`config.mk`:
```
export PLATFORM = sky130hd
export DESIGN_NAME = clock_set_sequencer
export DESIGN_NICKNAME = d
export VERILOG_FILES = /design/src/rtl/clock_set_sequencer.sv
export SDC_FILE = /design/constraint.sdc
export NUM_CORES = 1
export LEC_CHECK = 0
export ABC_CLOCK_PERIOD_IN_PS = 2400
export BUFFER_PORTS_ARGS = -buffer_cell sky130_fd_sc_hd__buf_2
export CAP_MARGIN = 10
export CORE_AREA = 10 10 101 103
export CTS_BUF_LIST = sky130_fd_sc_hd__clkbuf_8 sky130_fd_sc_hd__clkbuf_16
export CTS_CLUSTER_SIZE = 24
export DETAILED_ROUTE_END_ITERATION = 8
export DIE_AREA = 0 0 111 113
export PLACE_DENSITY = 0.54
export SKIP_CTS_REPAIR_TIMING = 1
export SYNTH_ARGS = -nofsm -noshare
export SYNTH_HDL_FRONTEND = slang
export SYNTH_SLANG_ARGS = --single-unit
```
`constraint.sdc`:
```
create_clock -name clk -period 2.4 [get_ports clk]
set_clock_uncertainty 0.1 [all_clocks]
set_input_delay 0.24 -clock clk [delete_from_list [all_inputs] [get_ports clk]]
set_output_delay 0.24 -clock clk [all_outputs]
set_load 0.03 [all_outputs]
```
`src/rtl/clock_set_sequencer.sv`:
```
// HH:MM and alarm-code entry sequencer with 1 Hz tick generation for the clock datapath.
// Every output is driven straight from a flop; the datapath sees only range-checked digits.
module clock_set_sequencer #(
    parameter int TICK_DIV = 50000000,
    parameter int CNT_W    = 26
) (
    input  logic       clk,
    input  logic       resetn,
    input  logic       go,
    input  logic       alarm_edit,
    input  logic [3:0] data_in,
    output logic [3:0] digit_out,
    output logic       ld_hour1,
    output logic       ld_hour2,
    output logic       ld_min1,
    output logic       ld_min2,
    output logic       ld_alarm,
    output logic       tick,
    output logic       running,
    output logic       entry_err,
    output logic [3:0] state_dbg
);

    // state | meaning
    // H1/H2/M1/M2/AL | waiting for a valid digit with go
    // xxW            | digit accepted, waiting for go release
    // RUN            | time advancing, tick generated
    typedef enum logic [3:0] {
        S_H1  = 4'd0,  S_H1W = 4'd1,
        S_H2  = 4'd2,  S_H2W = 4'd3,
        S_M1  = 4'd4,  S_M1W = 4'd5,
        S_M2  = 4'd6,  S_M2W = 4'd7,
        S_AL  = 4'd8,  S_ALW = 4'd9,
        S_RUN = 4'd10
    } state_t;

    localparam logic [CNT_W-1:0] DIV_LAST = CNT_W'(TICK_DIV - 1);

    state_t           r_state;
    state_t           w_state_nxt;
    logic             r_armed;
    logic [1:0]       r_h1;
    logic [CNT_W-1:0] r_div;
    logic             w_entry;
    logic             w_valid;
    logic             w_accept;
    logic             w_reject;
    logic [3:0]       w_value;
    logic [4:0]       w_ld_sel;

    always_comb begin
        w_state_nxt = r_state;
        w_entry     = 1'b0;
        w_valid     = 1'b0;
        w_value     = data_in;
        w_ld_sel    = 5'b00000;
        case (r_state)
            S_H1: begin
                w_entry  = 1'b1;
                w_ld_sel = 5'b00001;
                w_valid  = (data_in <= 4'd2);
            end
            S_H2: begin
                w_entry  = 1'b1;
                w_ld_sel = 5'b00010;
                w_valid  = (r_h1 == 2'd2) ? (data_in <= 4'd3) : (data_in <= 4'd9);
            end
            S_M1: begin
                w_entry  = 1'b1;
                w_ld_sel = 5'b00100;
                w_valid  = (data_in <= 4'd5);
            end
            S_M2: begin
                w_entry  = 1'b1;
                w_ld_sel = 5'b01000;
                w_valid  = (data_in <= 4'd9);
            end
            S_AL: begin
                // Out-of-range alarm codes mean "no timer" rather than an error
                w_entry  = 1'b1;
                w_ld_sel = 5'b10000;
                w_valid  = 1'b1;
                w_value  = (data_in <= 4'd3) ? data_in : 4'hF;
            end
            S_H1W:   if (!go) w_state_nxt = S_H2;
            S_H2W:   if (!go) w_state_nxt = S_M1;
            S_M1W:   if (!go) w_state_nxt = S_M2;
            S_M2W:   if (!go) w_state_nxt = S_AL;
            S_ALW:   if (!go) w_state_nxt = S_RUN;
            S_RUN:   if (alarm_edit) w_state_nxt = S_AL;
            default: w_state_nxt = S_H1;
        endcase
        w_accept = w_entry & go & r_armed & w_valid;
        w_reject = w_entry & go & r_armed & ~w_valid;
        if (w_accept) w_state_nxt = state_t'(r_state + 4'd1);
    end

    always_ff @(posedge clk or negedge resetn) begin
        if (!resetn) begin
            r_state   <= S_H1;
            r_armed   <= 1'b1;
            r_h1      <= 2'd0;
            r_div     <= '0;
            digit_out <= 4'd0;
            ld_hour1  <= 1'b0;
            ld_hour2  <= 1'b0;
            ld_min1   <= 1'b0;
            ld_min2   <= 1'b0;
            ld_alarm  <= 1'b0;
            tick      <= 1'b0;
            running   <= 1'b0;
            entry_err <= 1'b0;
        end else begin
            r_state <= w_state_nxt;
            running <= (w_state_nxt == S_RUN);
            {ld_alarm, ld_min2, ld_min1, ld_hour2, ld_hour1} <= w_ld_sel & {5{w_accept}};
            if (w_accept) begin
                digit_out <= w_value;
                entry_err <= 1'b0;
            end else if (w_reject) begin
                entry_err <= 1'b1;
            end
            // A rejected press must be released before the next evaluation
            if (w_reject)  r_armed <= 1'b0;
            else if (!go)  r_armed <= 1'b1;
            if (w_accept && r_state == S_H1) r_h1 <= data_in[1:0];
            // Divider only runs in RUN so a partial second survives alarm edits
            tick <= (r_state == S_RUN) && (r_div == DIV_LAST);
            if (r_state == S_RUN) begin
                if (r_div == DIV_LAST) r_div <= '0;
                else                   r_div <= r_div + CNT_W'(1);
            end
        end
    end

    assign state_dbg = r_state;

endmodule

```
==> results of run 1 <==
-- path summary, 6_finish.rpt --
| path | cells past startpoint | startpoint | slack, ns | end |
|---|---|---|---|---|
| setup / recovery | 8 | state_dbg[0] | 0.14 | r_h1[1] |
| hold / removal | 2 | go | 0.07 | r_armed |
| setup reg to reg | 8 | state_dbg[0] | 0.14 | r_h1[1] |
| hold reg to reg | 1 | r_div[6] | 0.39 | r_div[6] |
| max in group asynchronous | 3 | resetn | 1.34 | state_dbg[0] |
| min in group asynchronous | 3 | resetn | 0.46 | r_div[4] |
-- cell type report --
cell class / instances / area share (%)
Multi-Input combinational cell: 187 / 43.91
Sequential cell: 45 / 39.14
Timing Repair Buffer: 41 / 8.756
Tap cell: 105 / 4.551
Clock buffer: 6 / 2.861
Inverter: 4 / 0.5202
Clock inverter: 2 / 0.2601
-- worst register-to-register path, stage by stage (launching register included) --
cell	delay, ns
dfrtp_2	0.40
inv_1	0.12
ha_1	0.19
nor2b_2	0.20
o211a_1	0.24
a221o_2	0.20
nand2_4	0.11
nor3_2	0.24
mux2_2	0.37
-- where the power goes --
group | total, W | internal [W] | switching, W
sequential | 0.000972 | 0.000886 | 0.0000858
combinational | 0.000969 | 0.000386 | 0.000583
clock | 0.000474 | 0.000227 | 0.000247
-- cell families after synthesis --
logic type | synth area share [%]
compound gates | 10.63
xor+xnor | 7.261
fa+ha+maj | 2.593
buf+inv | 1.867
flops | 46.73
mux | 1.400
simple gates | 29.51
-- per-stage QoR --
stage	utilization [%]	hold WS, ns	cell area [um2]	total power [W]	instances
3_3_place_gp	33.90	0.2678	2758	0.001952	381
4_1_cts	35.01	-0.05990	2848	0.002440	389
6_report	35.49	0.07152	2887	0.002415	390
3_5_place_dp	33.90	0.2653	2758	0.001950	381
5_1_grt	35.49	0.06286	2887	0.002595	390
2_1_floorplan	-	-0.1556	2414	0.001654	240
-- state kept, by name, summed over array words and instances (netlist names) --
signal,count
entry_err,1
ld_hour2,1
ld_alarm,1
ld_min2,1
ld_hour1,1
state_dbg,4
digit_out,4
ld_min1,1
tick,1
r_div,26
running,1
r_h1,2
r_armed,1
-- routing by layer --
metal	GRT usage (%)	vias up	routed length [um]
li1	-	929	-
met1	10.25	873	2445
met2	12.97	33	2361
met3	3.170	7	280
met4	2.257	0	60
met5	0	-	0
-- Yosys cell counts (2+ instances only) --
library cell	instances	area, um2
dfrtp_1	44	1101
nor2_1	34	127.6
nand2_1	21	78.83
o21ai_0	13	65.06
xnor2_1	11	96.34
nor3_1	10	50.05
a21oi_1	9	45.04
nand3_1	9	45.04
xor2_1	9	78.83
and3_1	5	31.28
ha_1	5	62.56
nand4_1	5	31.28
inv_1	4	15.01
or3_1	4	25.02
mux2_2	3	33.78
nor4_2	3	37.54
or2b_2	3	26.28
and2_1	2	12.51
nand2b_1	2	12.51
nor4_1	2	12.51
nor4bb_1	2	20.02
o22ai_1	2	12.51
or2_1	2	12.51
or2_2	2	12.51
==> flow_summary.json, run 1 <==
{
  "fmax_ghz": 0.4418,
  "hpwl_um": 3895,
  "fin_tns_setup_ns": 0,
  "drtIter0Drc": 59,
  "crit_slowest_cell": "dfrtp_2",
  "crit_required_ns": 2.48,
  "final_hold_viol_count": 0,
  "syn_area_um2": 2412,
  "gp_congestion": 0.9016,
  "avgSynthCellArea_um2": 10.05,
  "setup_viol": 0,
  "firstDrtPassIters": 4,
  "powerDensity_nw_per_um2": 836.7,
  "finalCritPeriodShare_pct": 94.31,
  "num_io_pins": 24,
  "synth_edf_count": 0,
  "ctsHtreeMaxLevel": 2,
  "yosysUniqueCellTypes": 58,
  "p_leak_nw": 1.343,
  "layout-drive-gt1-share_pct": 27.02,
  "clock_path_buffers": 2,
  "route.detailed.drc": 0,
  "wire_per_inst_um": 13.20,
  "fp.coreArea_um2": 8134,
  "cpLargestDelayFamily": "simple AND/OR/NAND/NOR gates",
  "status": "complete, no violations",
  "n_fill_cell": 818,
  "synth-seq-area-share_pct": 46.73,
  "cts.clk_slew.worst_paths_ns": 0.08,
  "via_count": 1842,
  "cap_viol_max_count": 0,
  "ant_nets": 0,
  "cts_tree": "done",
  "slew_violations": 0,
  "worst_setup_path_start_kind": "flop",
  "worstSkewPairLatency_ns": 0.29,
  "multi_input_area_um2": 1267,
  "hp-class": "in2reg",
  "first_global_vias": 1856,
  "overflow": 0,
  "syn2layout_area_growth_pct": 19.66,
  "critPathCaptureType": "flop",
  "min_period_ns": 2.263,
  "track_usage_pct": 8.231,
  "rsz0062_at_grt": "no",
  "die-area_um2": 12540,
  "grt_max_degree": 46,
  "slew_headroom_pct": 62.61,
  "fp.dieH_um": 113,
  "numCtsBuffers": 5,
  "crit_chain": "inv_1 -> ha_1 -> nor2b_2 -> o211a_1 -> a221o_2 -> nand2_4 -> nor3_2 -> mux2_2",
  "die_x_um": 111,
  "nNetsFinal": 297,
  "yosys_warnings": 0,
  "synth_cells": 240,
  "worstPathMaxFanout": 9,
  "synthArstFlopShare_pct": 100.0,
  "tightest_slew_ns": 0.5608,
  "via_per_inst": 4.723,
  "clock-sinks": 45,
  "max_stage_delay_ns": 0.40,
  "cp.buffers_inverters": 1,
  "rows": 33,
  "ir_drop_mv": 0.5528,
  "wl_um": 5148,
  "antenna_found_initial": 0,
  "synth_flop_cell": "dfrtp_1",
  "fin_ws_ns": 0.1367,
  "setup.worst_path.class": "reg2reg",
  "synthesis.nets": 253,
  "seqCellArea_um2": 1130,
  "worst_ep_arrival_time_ns": 2.35,
  "antenna_cells": 0,
  "portBuffers": 23,
  "synth-seq-cells": 45,
  "ctsRootBufferMaster": "clkbuf_8",
  "final_cell_mix": "dfrtp_1 (42), nor2_1 (34), buf_2 (23)",
  "floorplan.initialDensity_pct": 29.66,
  "post-place-ws_ns": 0.07827,
  "grt_pass1_wl_um": 8825,
  "final_common_cell": "dfrtp_1"
}
No activity file was read; power rests on OpenSTA's default activity.
==> inputs of run 2 (changes only) <==
--- a/config.mk
+++ b/config.mk
@@ -5,7 +5,7 @@
 export SDC_FILE = /design/constraint.sdc
 export NUM_CORES = 1
 export LEC_CHECK = 0
-export ABC_CLOCK_PERIOD_IN_PS = 2400
+export ABC_CLOCK_PERIOD_IN_PS = 2550
 export BUFFER_PORTS_ARGS = -buffer_cell sky130_fd_sc_hd__buf_2
 export CAP_MARGIN = 10
 export CORE_AREA = 10 10 101 103
@@ -13,7 +13,7 @@
 export CTS_CLUSTER_SIZE = 24
 export DETAILED_ROUTE_END_ITERATION = 8
 export DIE_AREA = 0 0 111 113
-export PLACE_DENSITY = 0.54
+export PLACE_DENSITY = 0.53
 export SKIP_CTS_REPAIR_TIMING = 1
 export SYNTH_ARGS = -nofsm -noshare
 export SYNTH_HDL_FRONTEND = slang
==> constraint.sdc (replaced) <==
create_clock -name clk -period 2.55 [get_ports clk]
set_clock_uncertainty 0.1 [all_clocks]
set_input_delay 0.255 -clock clk [delete_from_list [all_inputs] [get_ports clk]]
set_output_delay 0.255 -clock clk [all_outputs]
set_load 0.03 [all_outputs]
==> run 2 against run 1 <==
  * Utilization down 0.97 points
  * Via count down 0.22%
  * Global-route usage about the same
  * Sequential power down 6.2%
  * Sequential cell count unchanged
  * Final area down 2.7%
  * Maximum frequency down 6.8%
  * Final cell count down 1.5%
  * Critical path type unchanged
  * Non-clock buffer count down 6
  * Highest routed layer unchanged
==> flow_summary.json, run 2 (synthesis results as in run 1) <==
{
  "via_per_inst": 4.786,
  "worstSkewPairLatency_ns": 0.29,
  "holdPathEnd": "r_armed",
  "drtIter0Drc": 33,
  "ir_drop_mv": 0.4653,
  "final_hold_viol_count": 0,
  "met3_usage_pct": 2.800,
  "ant_nets": 0,
  "rrSetupSlack_ns": 0.12,
  "n_fill_cell": 842,
  "portBuffers": 23,
  "grt_max_degree": 29,
  "cp.buffers_inverters": 1,
  "cpLargestDelayFamily": "compound AO/OA/AOI/OAI gates",
  "syn2layout_area_growth_pct": 16.39,
  "rr_worst_depth": 8,
  "track_usage_pct": 8.187,
  "die-area_um2": 12540,
  "powerDensity_nw_per_um2": 786.5,
  "floorplan.initialDensity_pct": 29.66,
  "crit_chain": "inv_1 -> ha_1 -> nand2b_2 -> a21oi_1 -> a221o_2 -> nand2_4 -> nor3_2 -> mux2_2",
  "worstPathMaxFanout": 9,
  "fmax_ghz": 0.4119,
  "crit-reg2reg-launch": "state_dbg[1]",
  "ctsRootBufferMaster": "clkbuf_8",
  "first_global_vias": 1819,
  "worst_ep_arrival_time_ns": 2.50,
  "wire_per_inst_um": 13.68,
  "gp_congestion": 0.8323,
  "fp.dieH_um": 113,
  "slew_headroom_pct": 72.93,
  "num_io_pins": 24,
  "critPathCaptureType": "flop",
  "grt_pass1_wl_um": 8749,
  "fin_tns_setup_ns": 0,
  "antenna_cells": 0,
  "cap_viol_max_count": 0,
  "slew_violations": 0,
  "firstDrtPassIters": 4,
  "crit_slowest_cell": "dfrtp_1",
  "hold_start": "go",
  "clock-sinks": 45,
  "wl_um": 5254,
  "layout-drive-gt1-share_pct": 24.01,
  "nNetsFinal": 291,
  "numCtsBuffers": 5,
  "stdcell_area_um2": 2808,
  "final_common_cell": "dfrtp_1",
  "rows": 33,
  "placed_area_um2": 2711,
  "antenna_found_initial": 0,
  "largest_register": "r_div",
  "tightest_slew_ns": 0.4060,
  "reg2reg_to": "r_h1[1]",
  "dp_cells": 375,
  "p_leak_nw": 1.295,
  "top_usage_layer": "met2",
  "stdcell_count": 384,
  "worst_setup_path_start_kind": "flop",
  "whs_ns": 0.09552,
  "clock_path_buffers": 2,
  "min_path_cells": 2,
  "final_cell_mix": "dfrtp_1 (44), nor2_1 (34), buf_2 (23)",
  "fp.coreArea_um2": 8134,
  "die_x_um": 111,
  "finalCritPeriodShare_pct": 95.22,
  "status": "complete, no violations",
  "hpwl_um": 3988,
  "ctsHtreeMaxLevel": 2,
  "setup_viol": 0,
  "overflow": 0,
  "min_period_ns": 2.428,
  "route.detailed.drc": 0,
  "crit_required_ns": 2.63,
  "hp-class": "in2reg",
  "rsz0062_at_grt": "no",
  "max_stage_delay_ns": 0.44,
  "use_met2_pct": 13.64,
  "use_met1_pct": 10.07,
  "via_count": 1838,
  "largest_reg_flops": 26,
  "cts.clk_slew.worst_paths_ns": 0.08,
  "setup.worst_path.class": "reg2reg",
  "cts_tree": "done"
}
-- run 2: report_power, final --
| part | switching [W] | total [W] | internal (W) |
|---|---|---|---|
| clock | 0.000229 | 0.000412 | 0.000183 |
| combinational | 0.000550 | 0.000884 | 0.000334 |
| sequential | 0.0000798 | 0.000912 | 0.000832 |
| total | 0.000859 | 0.00221 | 0.00135 |
-- run 2: through the flow --
stage	total power [W]	worst slack [ns]	util [%]
2_1_floorplan	0.001555	0.1059	-
3_3_place_gp	0.001813	0.2258	33.33
3_5_place_dp	0.001810	0.1293	33.33
4_1_cts	0.002233	0.1137	34.32
5_1_grt	0.002370	0.002612	34.52
6_report	0.002208	0.1220	34.52
-- run 2: how the worst max path moves through the flow --
stage	start	to	slack, ns	cells after the start
2_1_floorplan	state_dbg[0]	state_dbg[2]	0.11	8
3_3_place_gp	state_dbg[0]	running	0.23	8
3_5_place_dp	state_dbg[1]	r_h1[1]	0.13	8
4_1_cts	state_dbg[1]	r_h1[1]	0.11	8
5_1_grt	state_dbg[1]	r_h1[1]	0.003	8
6_report	state_dbg[1]	r_h1[1]	0.12	8
-- run 2: area by class of cell --
class                      instances  area [um2]  area share [%]
clock buffer                       5       68.82           2.451
clock inverter                     3       11.26          0.4011
inverter                           4       15.01          0.5348
multi-input combinational        187        1246           44.39
sequential                        45        1127           40.15
tap                              105       131.4           4.679
timing repair buffer              35       207.7           7.398
-- run 2: metal layers --
layer  part of all wire (%)  routed length, um
met1                     47               2474
met2                     47               2492
met3                    4.9                258
met4                   0.55                 29
met5                      0                  0
